**src/rtl/wb_mtimer_pkg.sv**
```systemverilog
// Machine timer shared definitions.
// Register offsets, bus FSM state type and byte-lane merge helper.
package wb_mtimer_pkg;

    localparam logic [2:0] ADR_MTIME_LO = 3'd0;
    localparam logic [2:0] ADR_MTIME_HI = 3'd1;
    localparam logic [2:0] ADR_CMP_LO   = 3'd2;
    localparam logic [2:0] ADR_CMP_HI   = 3'd3;
    localparam logic [2:0] ADR_MSIP     = 3'd4;
    localparam logic [2:0] ADR_DIV      = 3'd5;

    typedef enum logic {
        IDLE,
        RESP
    } state_t;

    function automatic logic [31:0] byte_merge(
        input logic [31:0] old,
        input logic [31:0] data,
        input logic [3:0]  sel
    );
        logic [31:0] r;
        for (int i = 0; i < 4; i++) begin
            r[i*8 +: 8] = sel[i] ? data[i*8 +: 8]
                                 : old[i*8 +: 8];
        end
        return r;
    endfunction

endpackage

```
**src/rtl/mtimer_prescaler.sv**
```systemverilog
// Machine timer prescaler.
// Emits one tick every div+1 clocks; clear restarts the count.
module mtimer_prescaler (
    input  logic        clk,
    input  logic        rst_n,
    input  logic [31:0] div,
    input  logic        clear,
    output logic        tick
);

    logic [31:0] count;

    assign tick = (count == div);

    // Count up to div, then wrap to zero
    always_ff @(posedge clk or negedge rst_n) begin
        if (!rst_n) begin
            count <= '0;
        end else if (clear || tick) begin
            count <= '0;
        end else begin
            count <= count + 32'd1;
        end
    end

endmodule

```
**src/rtl/wishbone_mtimer.sv**
```systemverilog
// Wishbone classic RISC-V machine timer.
// MTIME/MTIMECMP/MSIP/DIV registers with single-cycle termination.
module wishbone_mtimer
    import wb_mtimer_pkg::*;
#(
    parameter logic [31:0] DEFAULT_DIV    = 32'd0,
    parameter logic [63:0] RESET_MTIMECMP = 64'hFFFF_FFFF_FFFF_FFFF
) (
    input  logic        clk,
    input  logic        rst_n,
    input  logic [29:0] wb_adr,
    input  logic [31:0] wb_dat_w,
    input  logic [3:0]  wb_sel,
    input  logic        wb_cyc,
    input  logic        wb_stb,
    input  logic        wb_we,
    input  logic        wb_cti,
    input  logic        wb_bte,
    output logic [31:0] wb_dat_r,
    output logic        wb_ack,
    output logic        wb_err,
    output logic        timer_irq,
    output logic        soft_irq
);

    state_t      state;
    state_t      state_next;
    logic        req;
    logic        mapped;
    logic        wr;
    logic        rd;
    logic [2:0]  adr;
    logic [63:0] mtime;
    logic [63:0] mtimecmp;
    logic [31:0] shadow;
    logic [31:0] div;
    logic [31:0] rdata;
    logic        msip;
    logic        tick;
    logic        div_wr;
    logic        unused;

    assign unused = ^{wb_cti, wb_bte, wb_adr[29:3]};

    assign adr    = wb_adr[2:0];
    assign mapped = (adr <= ADR_DIV);
    assign wr     = req && mapped && wb_we
                 && (|wb_sel);
    assign rd     = req && mapped && !wb_we;
    assign div_wr = wr && (adr == ADR_DIV);
    assign soft_irq = msip;

    // Accept a request only from IDLE; RESP lasts one cycle
    always_comb begin
        state_next = state;
        req        = 1'b0;
        unique case (state)
            IDLE: begin
                if (wb_cyc && wb_stb) begin
                    req        = 1'b1;
                    state_next = RESP;
                end
            end
            RESP: state_next = IDLE;
        endcase
    end

    // Bus FSM state register
    always_ff @(posedge clk or negedge rst_n) begin
        if (!rst_n) begin
            state <= IDLE;
        end else begin
            state <= state_next;
        end
    end

    // Read mux over pre-update register values
    always_comb begin
        rdata = '0;
        unique case (adr)
            ADR_MTIME_LO: rdata = mtime[31:0];
            ADR_MTIME_HI: rdata = shadow;
            ADR_CMP_LO:   rdata = mtimecmp[31:0];
            ADR_CMP_HI:   rdata = mtimecmp[63:32];
            ADR_MSIP:     rdata = {31'b0, msip};
            ADR_DIV:      rdata = div;
            default:      rdata = '0;
        endcase
    end

    // Termination and read data, raised at the request edge
    always_ff @(posedge clk or negedge rst_n) begin
        if (!rst_n) begin
            wb_ack   <= 1'b0;
            wb_err   <= 1'b0;
            wb_dat_r <= '0;
        end else begin
            wb_ack   <= req && mapped;
            wb_err   <= req && !mapped;
            wb_dat_r <= rd ? rdata : '0;
        end
    end

    // Low-word read snapshots the high word for tear-free reads
    always_ff @(posedge clk or negedge rst_n) begin
        if (!rst_n) begin
            shadow <= '0;
        end else if (rd && (adr == ADR_MTIME_LO)) begin
            shadow <= mtime[63:32];
        end
    end

    // MTIME: bus write wins over the tick increment
    always_ff @(posedge clk or negedge rst_n) begin
        if (!rst_n) begin
            mtime <= '0;
        end else if (wr && (adr == ADR_MTIME_LO)) begin
            mtime[31:0] <= byte_merge(mtime[31:0],
                                      wb_dat_w, wb_sel);
        end else if (wr && (adr == ADR_MTIME_HI)) begin
            mtime[63:32] <= byte_merge(mtime[63:32],
                                       wb_dat_w, wb_sel);
        end else if (tick) begin
            mtime <= mtime + 64'd1;
        end
    end

    // Control registers: MTIMECMP, MSIP, DIV
    always_ff @(posedge clk or negedge rst_n) begin
        if (!rst_n) begin
            mtimecmp <= RESET_MTIMECMP;
            msip     <= 1'b0;
            div      <= DEFAULT_DIV;
        end else if (wr) begin
            unique case (adr)
                ADR_CMP_LO:
                    mtimecmp[31:0] <= byte_merge(
                        mtimecmp[31:0], wb_dat_w, wb_sel);
                ADR_CMP_HI:
                    mtimecmp[63:32] <= byte_merge(
                        mtimecmp[63:32], wb_dat_w, wb_sel);
                ADR_MSIP:
                    if (wb_sel[0]) msip <= wb_dat_w[0];
                ADR_DIV:
                    div <= byte_merge(div, wb_dat_w, wb_sel);
                default: ;
            endcase
        end
    end

    // Registered timer compare
    always_ff @(posedge clk or negedge rst_n) begin
        if (!rst_n) begin
            timer_irq <= 1'b0;
        end else begin
            timer_irq <= (mtime >= mtimecmp);
        end
    end

    mtimer_prescaler u_prescaler (
        .clk   (clk),
        .rst_n (rst_n),
        .div   (div),
        .clear (div_wr),
        .tick  (tick)
    );

endmodule

```
**config.mk**
```make
export PLATFORM = sky130hd
export DESIGN_NAME = wishbone_mtimer
export DESIGN_NICKNAME = d
export VERILOG_FILES = /design/src/rtl/wb_mtimer_pkg.sv /design/src/rtl/mtimer_prescaler.sv /design/src/rtl/wishbone_mtimer.sv
export SDC_FILE = /design/constraint.sdc
export NUM_CORES = 1
export LEC_CHECK = 0
export CORE_ASPECT_RATIO = 2
export CORE_MARGIN = 2
export CORE_UTILIZATION = 34
export DETAILED_ROUTE_END_ITERATION = 6
export GPL_ROUTABILITY_DRIVEN = 0
export GPL_TIMING_DRIVEN = 0
export PLACE_DENSITY_LB_ADDON = 0.08
export SLEW_MARGIN = 40
export SYNTH_ARGS = -nofsm -noshare
export SYNTH_HDL_FRONTEND = slang
export SYNTH_SLANG_ARGS = --single-unit
```
**constraint.sdc**
```tcl
create_clock -name clk -period 2.5 [get_ports clk]
set_input_delay 0.5 -clock clk [delete_from_list [all_inputs] [get_ports clk]]
set_output_delay 0.5 -clock clk [all_outputs]
set_load 0.05 [all_outputs]
```
==> impl_metrics.tcl <==
set metrics [dict create \
    outcome "complete, but fails checks" \
    violations "negative setup slack" \
    synth_area_um2 15090 \
    cts.sinks 261 \
    slew_headroom_pct 36.53 \
    n_antenna_cell 0 \
    grt_pass1_wl_um 91500 \
    drv_cap 0 \
    yosysTopAreaCellShare_pct 32.66 \
    worst_slack_ns -0.002144 \
    drcViolationCount 0 \
    max_freq_mhz 399.7 \
    grt_usage_pct 27.11 \
    wl_um 63320 \
    worst_slew_pin_slew_ns 0.9520 \
    whs_ns 0.3636 \
    timing.final.crit_share_pct 100.1 \
    clk_pin_slew_worst_paths_ns 0.07 \
    switching_share_pct 30.96 \
    die_x_um 153.0 \
    arrival_ns 3.00 \
    cp_max_fo 8 \
    async_flop_share_pct 100.0 \
    irDropWorstVdd_mv 0.4067 \
    min_period_ns 2.502 \
    first_pass_iters 7 \
    required_ns 3.00 \
    pwr-share-clk_pct 37.5 \
    core_area_um2 44050 \
    syn_inst 1478 \
    hpwl_um 47730 \
    synthToLayoutAreaGrowth_pct 26.13 \
    port_buffers 76 \
    dr_total_vias 13000 \
    ys_types 78 \
    numCtsBuffers 28 \
    synth-main-ff-cell "dfrtp_1" \
    end_kind "flip-flop" \
    dp_cells 2114 \
    synth-seq-cells 261 \
    fillCellCount 4254 \
    ys_top_cells_by_count "dfrtp_1, nor2_1, mux2_2, nand2_1, inv_1" \
    synth.top_cells.by_area "dfrtp_1, dfstp_2, mux2_2" \
    fin_skew_ns 0.01193 \
    yosysTopAreaCell "dfrtp_1" \
    drive_above_1_share_pct 31.18 \
    combPwrFrac_pct 21.0 \
    nNetsFinal 1775 \
    yosysMostFrequentCell "dfrtp_1" \
    overflow 0 \
    start_util_pct 34.26 \
    drt-initial-drc-count 1034 \
    antenna_found_initial 0 \
    min_path_type "in2reg" \
    rows 109 \
    yosysSeqAreaShare_pct 43.80 \
    ant_nets 0 \
    grt_pass1_vias 13330 \
    grt_max_degree 67 \
    power_density_nw_per_um2 689.2 \
    setup_tns_ns -0.002144 \
    slew_viol_final 0 \
    worst-setup-path-type "reg2reg" \
    tritoncts "built" \
    synth_enable_flop_cells 0 \
    htree_levels 1 \
    dieArea_um2 46190 \
    yosysWarningCount 0 \
    ios 109 \
    switchingPower_mw 4.062 \
    clockRootBuffer "clkbuf_16" \
    pre_cts_slack_ns -1.059 \
    p_seq_share_pct 41.5 \
    clock_path_buffers 3 \
    power.leakage_nw 7.841 \
    syn_area_per_cell_um2 10.21 \
    crit_path_start_kind "flip-flop" \
    finalHoldViolations 0 \
    fin_cells 2213 \
    rsz0062_at_grt "true" \
    synthesis.nets 1617 \
    total_power_mw 13.12 \
    internal_power_mw 9.059 \
    die_h_um 302.0 \
    wl_per_cell_um 28.61 \
    worstSkewPairLatency_ns 0.57 \
    avgViaCountPerCell 5.875 \
    finalSetupViolCount 1 \
]
critical path, stage by stage, from the launching register on:
cell	delay [ns]
dfrtp_2	0.46
nand3_4	0.15
or2_1	0.25
buf_2	0.21
or3_4	0.48
or4_4	0.56
nor2_2	0.13
mux2i_1	0.19
registers in the layout (all words and copies together), names as in the netlist, 32 cells and up:
signal,flops
mtimecmp,64
shadow,32
u_prescaler.count,32
mtime,64
div,32
wb_dat_r,32
repair_timing:
item                                   4_1_cts  5_1_grt
gates resized for setup                    117      109
setup endpoints to repair                  200      186
endpoints found under the hold margin       24        0
pin swaps                                   24       32
hold buffers                                 1        0
setup buffers                               25       22
gates cloned                                 1        0
layout make-up:
| cell class | instances | area, µm² | share of cell area [%] |
|---|---|---|---|
| multi-input cells | 1062 | 8494 | 44.62 |
| flip-flops and latches | 261 | 6660 | 34.99 |
| repair buffers | 130 | 1314 | 6.901 |
| clock buffers | 38 | 819.5 | 4.305 |
| well taps | 555 | 694.4 | 3.648 |
| plain buffers | 74 | 500.5 | 2.629 |
| inverters | 79 | 296.5 | 1.558 |
| clock inverters | 14 | 257.7 | 1.354 |
cell usage in the layout, fill, tap and decap left out, types with 48 or more instances in the layout:
| cell | instances |
|---|---|
| dfrtp_1 | 158 |
| mux2_2 | 129 |
| nor2_1 | 123 |
| nand2_1 | 113 |
| inv_1 | 79 |
| clkdlybuf4s50_1 | 75 |
| nand3_1 | 64 |
| ha_1 | 64 |
| dfstp_2 | 64 |
| a21oi_1 | 48 |
power groups by stage:
stage          Clock (mW)  Sequential (mW)  Combinational [mW]
2_1_floorplan           0             5.24                1.49
3_3_place_gp            0             5.44                2.34
3_5_place_dp            0             5.44                2.42
4_1_cts              5.01             5.40                2.61
5_1_grt              5.16             5.50                2.99
6_report             4.92             5.44                2.76
metal layers:
metal  track usage [%]  up-vias  wire [µm]
met5                 0        -          0
met4             19.71        0       5349
met3             3.152      190       3046
met2             49.72      527      33030
met1             28.50     6557      21900
li1                  -     5727          -
cells by family (layout without fill, tap and decap cells):
| family | Yosys count | in the layout | synth area share, % |
|---|---|---|---|
| compound gates | 265 | 265 | 12.50 |
| buf+inv | 155 | 335 | 4.294 |
| xor+xnor | 62 | 62 | 3.598 |
| flops | 261 | 261 | 43.80 |
| mux | 151 | 151 | 12.33 |
| simple gates | 518 | 518 | 18.01 |
| fa+ha+maj | 66 | 66 | 5.471 |
stage by stage:
stage                     cell area (µm²)  util, %
after global placement              16550    37.57
after CTS                           18500    41.99
after detailed placement            16730    37.98
final                               19040    43.22
after global routing                19040    43.22
after floorplan                     15090        -
final timing paths:
path	cells after the start	startpoint	endpoint	slack, ns
min	2	wb_adr[2]	wb_ack	0.36
max reg2reg	7	mtime[4]	mtime[51]	-0.002
max	7	mtime[4]	mtime[51]	-0.002
min reg2reg	1	shadow[17]	shadow[17]	0.50
max in group asynchronous	4	rst_n	mtimecmp[15]	1.03
min in group asynchronous	2	rst_n	wb_dat_r[27]	0.40
No activity file was read; power rests on OpenSTA's default activity.
